### src/rtl/mem_responder_if.sv
// Request/acknowledge bus between the datapath (master) and mem_responder (slave).
interface mem_responder_if;
    logic        req;
    logic        we;
    logic [5:0]  AddrIn;
    logic [15:0] DataIn;
    logic [15:0] DataOut;
    logic        ack;
    logic        busy;
    logic        perr;

    modport master (
        output req, we, AddrIn, DataIn,
        input  DataOut, ack, busy, perr
    );

    modport slave (
        input  req, we, AddrIn, DataIn,
        output DataOut, ack, busy, perr
    );
endinterface

### src/rtl/mem_responder.sv
// 64 x 16 data memory with registered req/ack handshake and WAIT_CYCLES wait states.
// Optional even-parity protection per word when MEM_PARITY_EN is defined.
module mem_responder #(
    parameter int WAIT_CYCLES = 2
) (
    input  logic             clk_main,
    input  logic             reset,
    mem_responder_if.slave   bus
);

    typedef enum logic [1:0] {
        S_IDLE = 2'd0,
        S_WAIT = 2'd1,
        S_RESP = 2'd2
    } state_t;

    state_t            r_state;
    state_t            w_state_next;
    logic [2:0]        r_cnt;
    logic [2:0]        w_cnt_next;
    logic              w_commit;

    logic              r_we;
    logic [5:0]        r_addr;
    logic [15:0]       r_data;
    logic              w_accept;
    logic              w_acc_we;
    logic [5:0]        w_acc_addr;
    logic [15:0]       w_acc_data;
    logic              w_wr_en;
    logic              w_rd_en;
    logic              w_perr_next;

    logic [63:0][15:0] w_mem;
    logic [15:0]       r_dout;
    logic              r_ack;
    logic              r_busy;

    always_ff @(posedge clk_main or negedge reset) begin
        if (!reset) begin
            r_state <= S_IDLE;
            r_cnt   <= 3'd0;
        end else begin
            r_state <= w_state_next;
            r_cnt   <= w_cnt_next;
        end
    end

    // w_commit marks the edge that enters RESP: the memory access happens there.
    always_comb begin
        w_state_next = r_state;
        w_cnt_next   = r_cnt;
        w_commit     = 1'b0;
        case (r_state)
            S_IDLE: begin
                if (bus.req) begin
                    if (WAIT_CYCLES == 0) begin
                        w_state_next = S_RESP;
                        w_commit     = 1'b1;
                    end else begin
                        w_state_next = S_WAIT;
                        w_cnt_next   = 3'(WAIT_CYCLES);
                    end
                end
            end
            S_WAIT: begin
                w_cnt_next = r_cnt - 3'd1;
                if (r_cnt <= 3'd1) begin
                    w_state_next = S_RESP;
                    w_cnt_next   = 3'd0;
                    w_commit     = 1'b1;
                end
            end
            S_RESP: begin
                w_state_next = S_IDLE;
            end
            default: begin
                w_state_next = S_IDLE;
                w_cnt_next   = 3'd0;
            end
        endcase
    end

    // With zero wait states the access commits on the acceptance edge itself,
    // so the request fields come straight from the bus in IDLE.
    assign w_accept   = (r_state == S_IDLE) && bus.req;
    assign w_acc_we   = (r_state == S_IDLE) ? bus.we     : r_we;
    assign w_acc_addr = (r_state == S_IDLE) ? bus.AddrIn : r_addr;
    assign w_acc_data = (r_state == S_IDLE) ? bus.DataIn : r_data;
    assign w_wr_en    = w_commit &  w_acc_we;
    assign w_rd_en    = w_commit & ~w_acc_we;

    always_ff @(posedge clk_main or negedge reset) begin
        if (!reset) begin
            r_we   <= 1'b0;
            r_addr <= 6'd0;
            r_data <= 16'h0000;
        end else if (w_accept) begin
            r_we   <= bus.we;
            r_addr <= bus.AddrIn;
            r_data <= bus.DataIn;
        end
    end

`ifdef MEM_PARITY_EN
    logic [63:0] w_par;
`endif

    // Storage must clear on reset, so each word is a register with its own enable.
    generate
        for (genvar gi = 0; gi < 64; gi++) begin : g_word
            logic [15:0] r_word;
            always_ff @(posedge clk_main or negedge reset) begin
                if (!reset) begin
                    r_word <= 16'h0000;
                end else if (w_wr_en && (w_acc_addr == 6'(gi))) begin
                    r_word <= w_acc_data;
                end
            end
            assign w_mem[gi] = r_word;
`ifdef MEM_PARITY_EN
            logic r_par;
            always_ff @(posedge clk_main or negedge reset) begin
                if (!reset) begin
                    r_par <= 1'b0;
                end else if (w_wr_en && (w_acc_addr == 6'(gi))) begin
                    r_par <= ^w_acc_data;
                end
            end
            assign w_par[gi] = r_par;
`endif
        end
    endgenerate

`ifdef MEM_PARITY_EN
    assign w_perr_next = w_rd_en & (^{w_par[w_acc_addr], w_mem[w_acc_addr]});
`else
    assign w_perr_next = 1'b0;
`endif

    always_ff @(posedge clk_main or negedge reset) begin
        if (!reset) begin
            r_dout <= 16'h0000;
            r_ack  <= 1'b0;
            r_busy <= 1'b0;
        end else begin
            if (w_rd_en) begin
                r_dout <= w_mem[w_acc_addr];
            end
            r_ack  <= w_commit;
            r_busy <= (w_state_next != S_IDLE);
        end
    end

`ifdef MEM_PARITY_EN
    logic r_perr;
    always_ff @(posedge clk_main or negedge reset) begin
        if (!reset) begin
            r_perr <= 1'b0;
        end else begin
            r_perr <= w_perr_next;
        end
    end
    assign bus.perr = r_perr;
`else
    assign bus.perr = w_perr_next;
`endif

    assign bus.DataOut = r_dout;
    assign bus.ack     = r_ack;
    assign bus.busy    = r_busy;

endmodule

### src/flat_wrapper.sv
// flat-port wrapper written by rule: the top's interface ports become plain ports
module mem_responder_flat 
#(
    parameter int WAIT_CYCLES = 2
)
  (clk_main, reset, bus_req, bus_we, bus_AddrIn, bus_DataIn, bus_DataOut, bus_ack, bus_busy, bus_perr);
  mem_responder_if bus_i ();
  input  logic clk_main;
  input  logic reset;
  input wire logic [$bits(bus_i.req)-1:0] bus_req;
  input wire logic [$bits(bus_i.we)-1:0] bus_we;
  input wire logic [$bits(bus_i.AddrIn)-1:0] bus_AddrIn;
  input wire logic [$bits(bus_i.DataIn)-1:0] bus_DataIn;
  output wire logic [$bits(bus_i.DataOut)-1:0] bus_DataOut;
  output wire logic [$bits(bus_i.ack)-1:0] bus_ack;
  output wire logic [$bits(bus_i.busy)-1:0] bus_busy;
  output wire logic [$bits(bus_i.perr)-1:0] bus_perr;
  assign bus_i.req = bus_req;
  assign bus_i.we = bus_we;
  assign bus_i.AddrIn = bus_AddrIn;
  assign bus_i.DataIn = bus_DataIn;
  assign bus_DataOut = bus_i.DataOut;
  assign bus_ack = bus_i.ack;
  assign bus_busy = bus_i.busy;
  assign bus_perr = bus_i.perr;
  mem_responder #(.WAIT_CYCLES(WAIT_CYCLES)) u_core (.clk_main(clk_main), .reset(reset), .bus(bus_i));
endmodule
### config.mk
export PLATFORM = sky130hd
export DESIGN_NAME = mem_responder_flat
export DESIGN_NICKNAME = d
export VERILOG_FILES = /design/src/rtl/mem_responder_if.sv /design/src/rtl/mem_responder.sv /design/src/flat_wrapper.sv
export SDC_FILE = /design/constraint.sdc
export NUM_CORES = 2
export LEC_CHECK = 0
export CAP_MARGIN = 20
export CORE_ASPECT_RATIO = 1.5
export CORE_UTILIZATION = 30
export DETAILED_ROUTE_END_ITERATION = 16
export GPL_TIMING_DRIVEN = 0
export MAX_ROUTING_LAYER = met4
export PLACE_DENSITY = 0.41
export SLEW_MARGIN = 20
export SYNTH_ARGS = -nofsm -noshare
export SYNTH_HDL_FRONTEND = slang
export SYNTH_SLANG_ARGS = --single-unit
### constraint.sdc
create_clock -name clk_main -period 5.05 [get_ports clk_main]
set_input_delay 1.2625 -clock clk_main [delete_from_list [all_inputs] [get_ports clk_main]]
set_output_delay 1.2625 -clock clk_main [all_outputs]
set_load 0.02 [all_outputs]
[Yosys cells after proc, flatten, opt, wreduce, memory -nomap -nowiden]
Cells that the tools add are included.
Word-level totals
  input port bits: 26
  output and inout bits: 19
  register bits after elaboration: 1070
  logic and storage cells: 227
Operators by class
  reductions and logical operators: 69
  muxes and demuxes: 13
  bitwise logic cells: 4
  $add $sub $neg: 1
  equality and inequality tests: 66
  magnitude comparators: 2
Operators with widths (number)
  6-bit equality test (second input constant): 32
  16-bit binary-select mux with 6-bit select: 1
  6-bit by 5-bit equality test with 1-bit output (second input constant): 16
  1-bit logical AND: 65
  6-bit by 4-bit equality test with 1-bit output (second input constant): 8
  16-bit two-way mux: 2
  6-bit by 3-bit equality test with 1-bit output (second input constant): 4
  6-bit by 2-bit equality test with 1-bit output (second input constant): 2
  3-bit one-hot mux with 3 select lines: 1
  6-bit by 7-bit less-than comparator with 1-bit output (second input constant): 1
  6-bit by 1-bit equality test with 1-bit output (second input constant): 1
  6-bit zero test: 1
  3-bit two-way mux: 2
  6-bit two-way mux: 1
  2-bit two-way mux: 2
  2-bit one-hot mux with 2 select lines: 1
  3-bit by 1-bit <= comparator with 1-bit output (second input constant): 1
  1-bit two-way mux: 3
  3-bit by 1-bit subtractor with 3-bit output (second input constant): 1
  1-bit bitwise AND: 2
  2-bit by 1-bit equality test with 1-bit output (second input constant): 1
  2-bit equality test (second input constant): 1
  2-bit zero test: 1
  2-bit inequality test (second input constant): 1
  3 further kinds: 4

[Depth between registers and ports, before layout]
  word-level depth: 5
  mapped depth: 12
  mapped depth without buffers: 8

[Worst setup path before layout]
Ideal clock, no wire load.
  path kind: in2reg
  from: in bus_AddrIn[1]
  to: reg u_core.r_dout[9], in the netlist u_core.bus.DataOut[9]
  required time: 4924 ps
  arrival: 3008 ps
  library setup time: 126 ps
  stages: 10
  buffers on the path: 3
  path slack: 1916 ps
  cells stage by stage: or3b_1 buf_2 nand2_2 buf_4 buf_2 mux2i_1 a32oi_1 a31oi_1 nand4_1 o32a_1
Between the ends
  cells in the longest elaborated chain, start to end: 3
RTL lines
  from (decl): RTL line flat_wrapper.sv:12  | input wire logic [$bits(bus_i.AddrIn)-1:0] bus_AddrIn;
  6-bit two-way mux: RTL line mem_responder.sv:88  | assign w_acc_addr = (r_state == S_IDLE) ? bus.AddrIn : r_addr;
  16-bit binary-select mux with 6-bit select: RTL line mem_responder.sv:148  | r_dout <= w_mem[w_acc_addr];
  16-bit two-way mux (implied by the code): RTL line mem_responder.sv:148
  to (signal assigned): RTL line mem_responder.sv:148
  to (decl): RTL line mem_responder.sv:35  | logic [15:0] r_dout;
No other way between the ends. The select of a mux whose other input is x is not followed.
A chain may end at the register's enable or synchronous reset.

[Final worst setup path]
  from: in bus_AddrIn[1]
  to: reg u_core.g_word[19].r_word[6]
Between the ends
  cells in the longest elaborated chain, start to end: 3
RTL lines
  6-bit two-way mux: RTL line mem_responder.sv:88
  6-bit by 5-bit equality test with 1-bit output: RTL line mem_responder.sv:116  | end else if (w_wr_en && (w_acc_addr == 6'(gi))) begin
  1-bit logical AND: RTL line mem_responder.sv:116
  to (signal assigned): RTL line mem_responder.sv:117  | r_word <= w_acc_data;
  to (decl): RTL line mem_responder.sv:112  | logic [15:0] r_word;
No other way between the ends.

==> results.cfg <==
[logic_synthesis]
synth_top_area_share_pct = 56.3
syn-num-nets = 5206
syn-mean-instance-area_sq_um = 9.19
synth_compound_area_share_pct = 16.5
synth.area.top_cells = dfrtp_1 (56%), a21oi_1 (10%), nor2_1 (7.8%)
ys_ff_latch = 1070
yosys.area_share.adder_pct = 0.0526
synth_top_family_by_area = simple AND/OR/NAND/NOR gates
syn_area_sq_mm = 0.0476
synth.mux.area_fraction_pct = 5.06
yosys.area_share.xor_xnor_pct = 0
synth_top_area_cell = dfrtp_1
yosysWarnings = 0
synth-simple-area-share_pct = 17.3
synth_most_common_cell = dfrtp_1
synth-async-reset-ratio_pct = 100
seq_area_frac_synth_pct = 56.3
synth.cells.most_frequent = dfrtp_1 (1,070), nor2_1 (983), a21oi_1 (974)
ys.flop_type = dfrtp_1
syn_inst = 5178
synthDistinctLibCells = 68
synth_edf_count = 0

[place]
io_buffers = 43
gp_congestion = 1.05
dp_hpwl_um = 191000
postPlaceCellArea_sq_mm = 0.0515

[clock_network]
post_cts_buffers = 0
cts_resized = 0
cts_root_buf = clkbuf_16
cts_htree_levels = 3
cts_buffers = 115
clkSinkCount = 1070
clk_latency_ps = 800
path_clk_slew_ps = 70
clockBufferDepth = 3
cts_tree = built
cts_hold_buf = 0

[final_layout]
seq_area_sq_mm = 0.0268
final_nets = 5400
area_growth_pct = 16.4
final_area_sq_mm = 0.0554
drive_gt1_share_pct = 11.4
fillCellCount = 16500
post-route-util_pct = 35.2
multiInputGateArea_sq_mm = 0.0187

[setup_path]
end_kind = flop
reg2regPathDepth = 8
worstReg2RegEnd = u_core.g_word[19].r_word[6]
r2r-start = u_core.r_state[0]
critPathLaunchType = input pin
critPathMaxFanout = 10
ff2ff_setup_slack_ps = 460
critPathRequiredTime_ps = 5670
cp.arrival_ps = 5720
crit_type = input pin to flop

[timing]
hold_viol = 0
period_share_pct = 101
whs_ps = 479
fmax_mhz = 196
drv_slew = 0
worstMarginPinSlew_ps = 1380
slew_headroom_pct = 8.27
setup_viol = 10
min_period_ps = 5110
finClkSkew_ps = 52.1
fin_ws_ps = -55.5
rsz0062_at_grt = no

[drt]
drtAntennaViolNets = 0
drc = 0
drt-total-wl_um = 259000
top_layer = met4
wl_met1_um = 90200
wire_per_inst_um = 34.3
dr_wl_met2_um = 124000
vias = 42300
drt_iter0_drc = 4668
viasPerCell = 5.61
first_pass_iters = 8
wl_met3_um = 14300

[worst_hold_path]
hold_start = u_core.g_word[55].r_word[0]
holdPathStages = 2
worstHoldEndpoint = u_core.g_word[55].r_word[0]
hp-class = flop to flop

[floorplan]
fp.dieArea_sq_mm = 0.160
die_y_um = 490
dieWidth_um = 327
io_pins = 45
rows = 178
core_sq_mm = 0.157
start_util_pct = 30.3

[power_and_ir_drop]
power_density_mw_per_mm2 = 772
p_int_uw = 21300
ir_worst_vdd_mv = 0.395
p_leak_uw = 0.0248
p_comb_share_pct = 48.1
seq_power_share_pct = 31.0
power_uw = 42800
p_switching_uw = 21500
swShare_pct = 50.3
clkPwrFrac_pct = 20.9

[grt]
antenna_found_initial = 16
grt_pass1_vias = 41400
gr-total-overflow = 0
grt_use_total_pct = 33.0
grt_pass1_wl_um = 351000
grt_max_degree = 136

[run]
max_cap_violations = 0

[run_status]
violations = setup timing
outcome = finished, violations left
power groups by stage:
stage               Sequential [uW]  Combinational, uW  Clock, uW
finish                        13300              20600       8930
global route                  13600              20700       9330
CTS                           13200              20000       9040
detailed placement            13400              19900          0
global placement              13400              19200          0
floorplan                     12700               9060          0
cell families (layout without fill, tap and decap cells):
| logic type | after synthesis | count (layout) |
|---|---|---|
| other | 1 | 9 |
| muxes | 236 | 236 |
| and+or+nand+nor | 1981 | 1981 |
| adders and majority gates | 2 | 2 |
| DFF | 1070 | 1070 |
| AOI/OAI and AO/OA | 1400 | 1400 |
| buffers and inverters | 488 | 771 |
registers in the layout, indices dropped and copies added (netlist names):
name,cells
u_core.r_we,1
u_core.bus.busy,1
u_core.bus.ack,1
u_core.r_cnt,3
u_core.r_addr,6
u_core.r_data,16
u_core.g_word.r_word,1024
u_core.bus.DataOut,16
u_core.r_state,2
cells in the final DEF (no fill, tap or decap), types with 48 or more instances in the layout:
cell,instances
nand2_1,614
nor2_1,983
and3_1,48
clkbuf_16,115
nand3_1,188
dfrtp_1,1070
nand4_1,65
mux2i_1,194
a21oi_1,974
a31oi_1,88
clkbuf_1,184
buf_2,242
o21ai_0,129
final cells by class:
class / instances / share of cell area (%)
multi-input combinational: 3620 / 33.8
antenna: 8 / 0.0361
inverter: 8 / 0.0542
sequential: 1070 / 48.3
tap: 2070 / 4.68
buffer: 480 / 4.19
clock buffer: 155 / 5.77
clock inverter: 51 / 1.11
timing repair buffer: 77 / 2.01
worst max-delay path, cell delays in order:
cell	delay (ps)
clkdlybuf4s50_1	520
nor3b_2	910
nor2_2	250
nor2_1	670
nand2_1	570
nor2_1	690
clkbuf_1	670
a21oi_1	150
metal layers:
| metal | vias to the layer above | GRT usage, % |
|---|---|---|
| met5 | - | - |
| met2 | 1949 | 53.4 |
| met4 | 0 | 31.9 |
| met3 | 777 | 4.41 |
| li1 | 18200 | - |
| met1 | 21400 | 34.4 |
through the flow:
step | setup WS, ps | std cells | TNS (ps)
after detailed placement | -708 | 7323 | -81410
after floorplan | 1920 | 5178 | 0
final | -55.5 | 7539 | -395
after global routing | 118 | 7534 | 0
after CTS | 146 | 7529 | 0
after global placement | -50310 | 7291 | -
worst max-delay path by stage:
stage | start | to | slack [ps] | cells after the start
6_report | bus_AddrIn[1] | u_core.g_word[19].r_word[6] | -60 | 8
5_1_grt | bus_AddrIn[1] | u_core.g_word[19].r_word[9] | 120 | 8
4_1_cts | bus_AddrIn[1] | u_core.g_word[19].r_word[6] | 150 | 8
3_5_place_dp | bus_AddrIn[1] | u_core.g_word[19].r_word[6] | -710 | 8
3_3_place_gp | reset | u_core.r_cnt[2] | -50310 | 1
2_1_floorplan | bus_AddrIn[1] | u_core.bus.DataOut[9] | 1920 | 10
(Power assumes the default switching activity.)
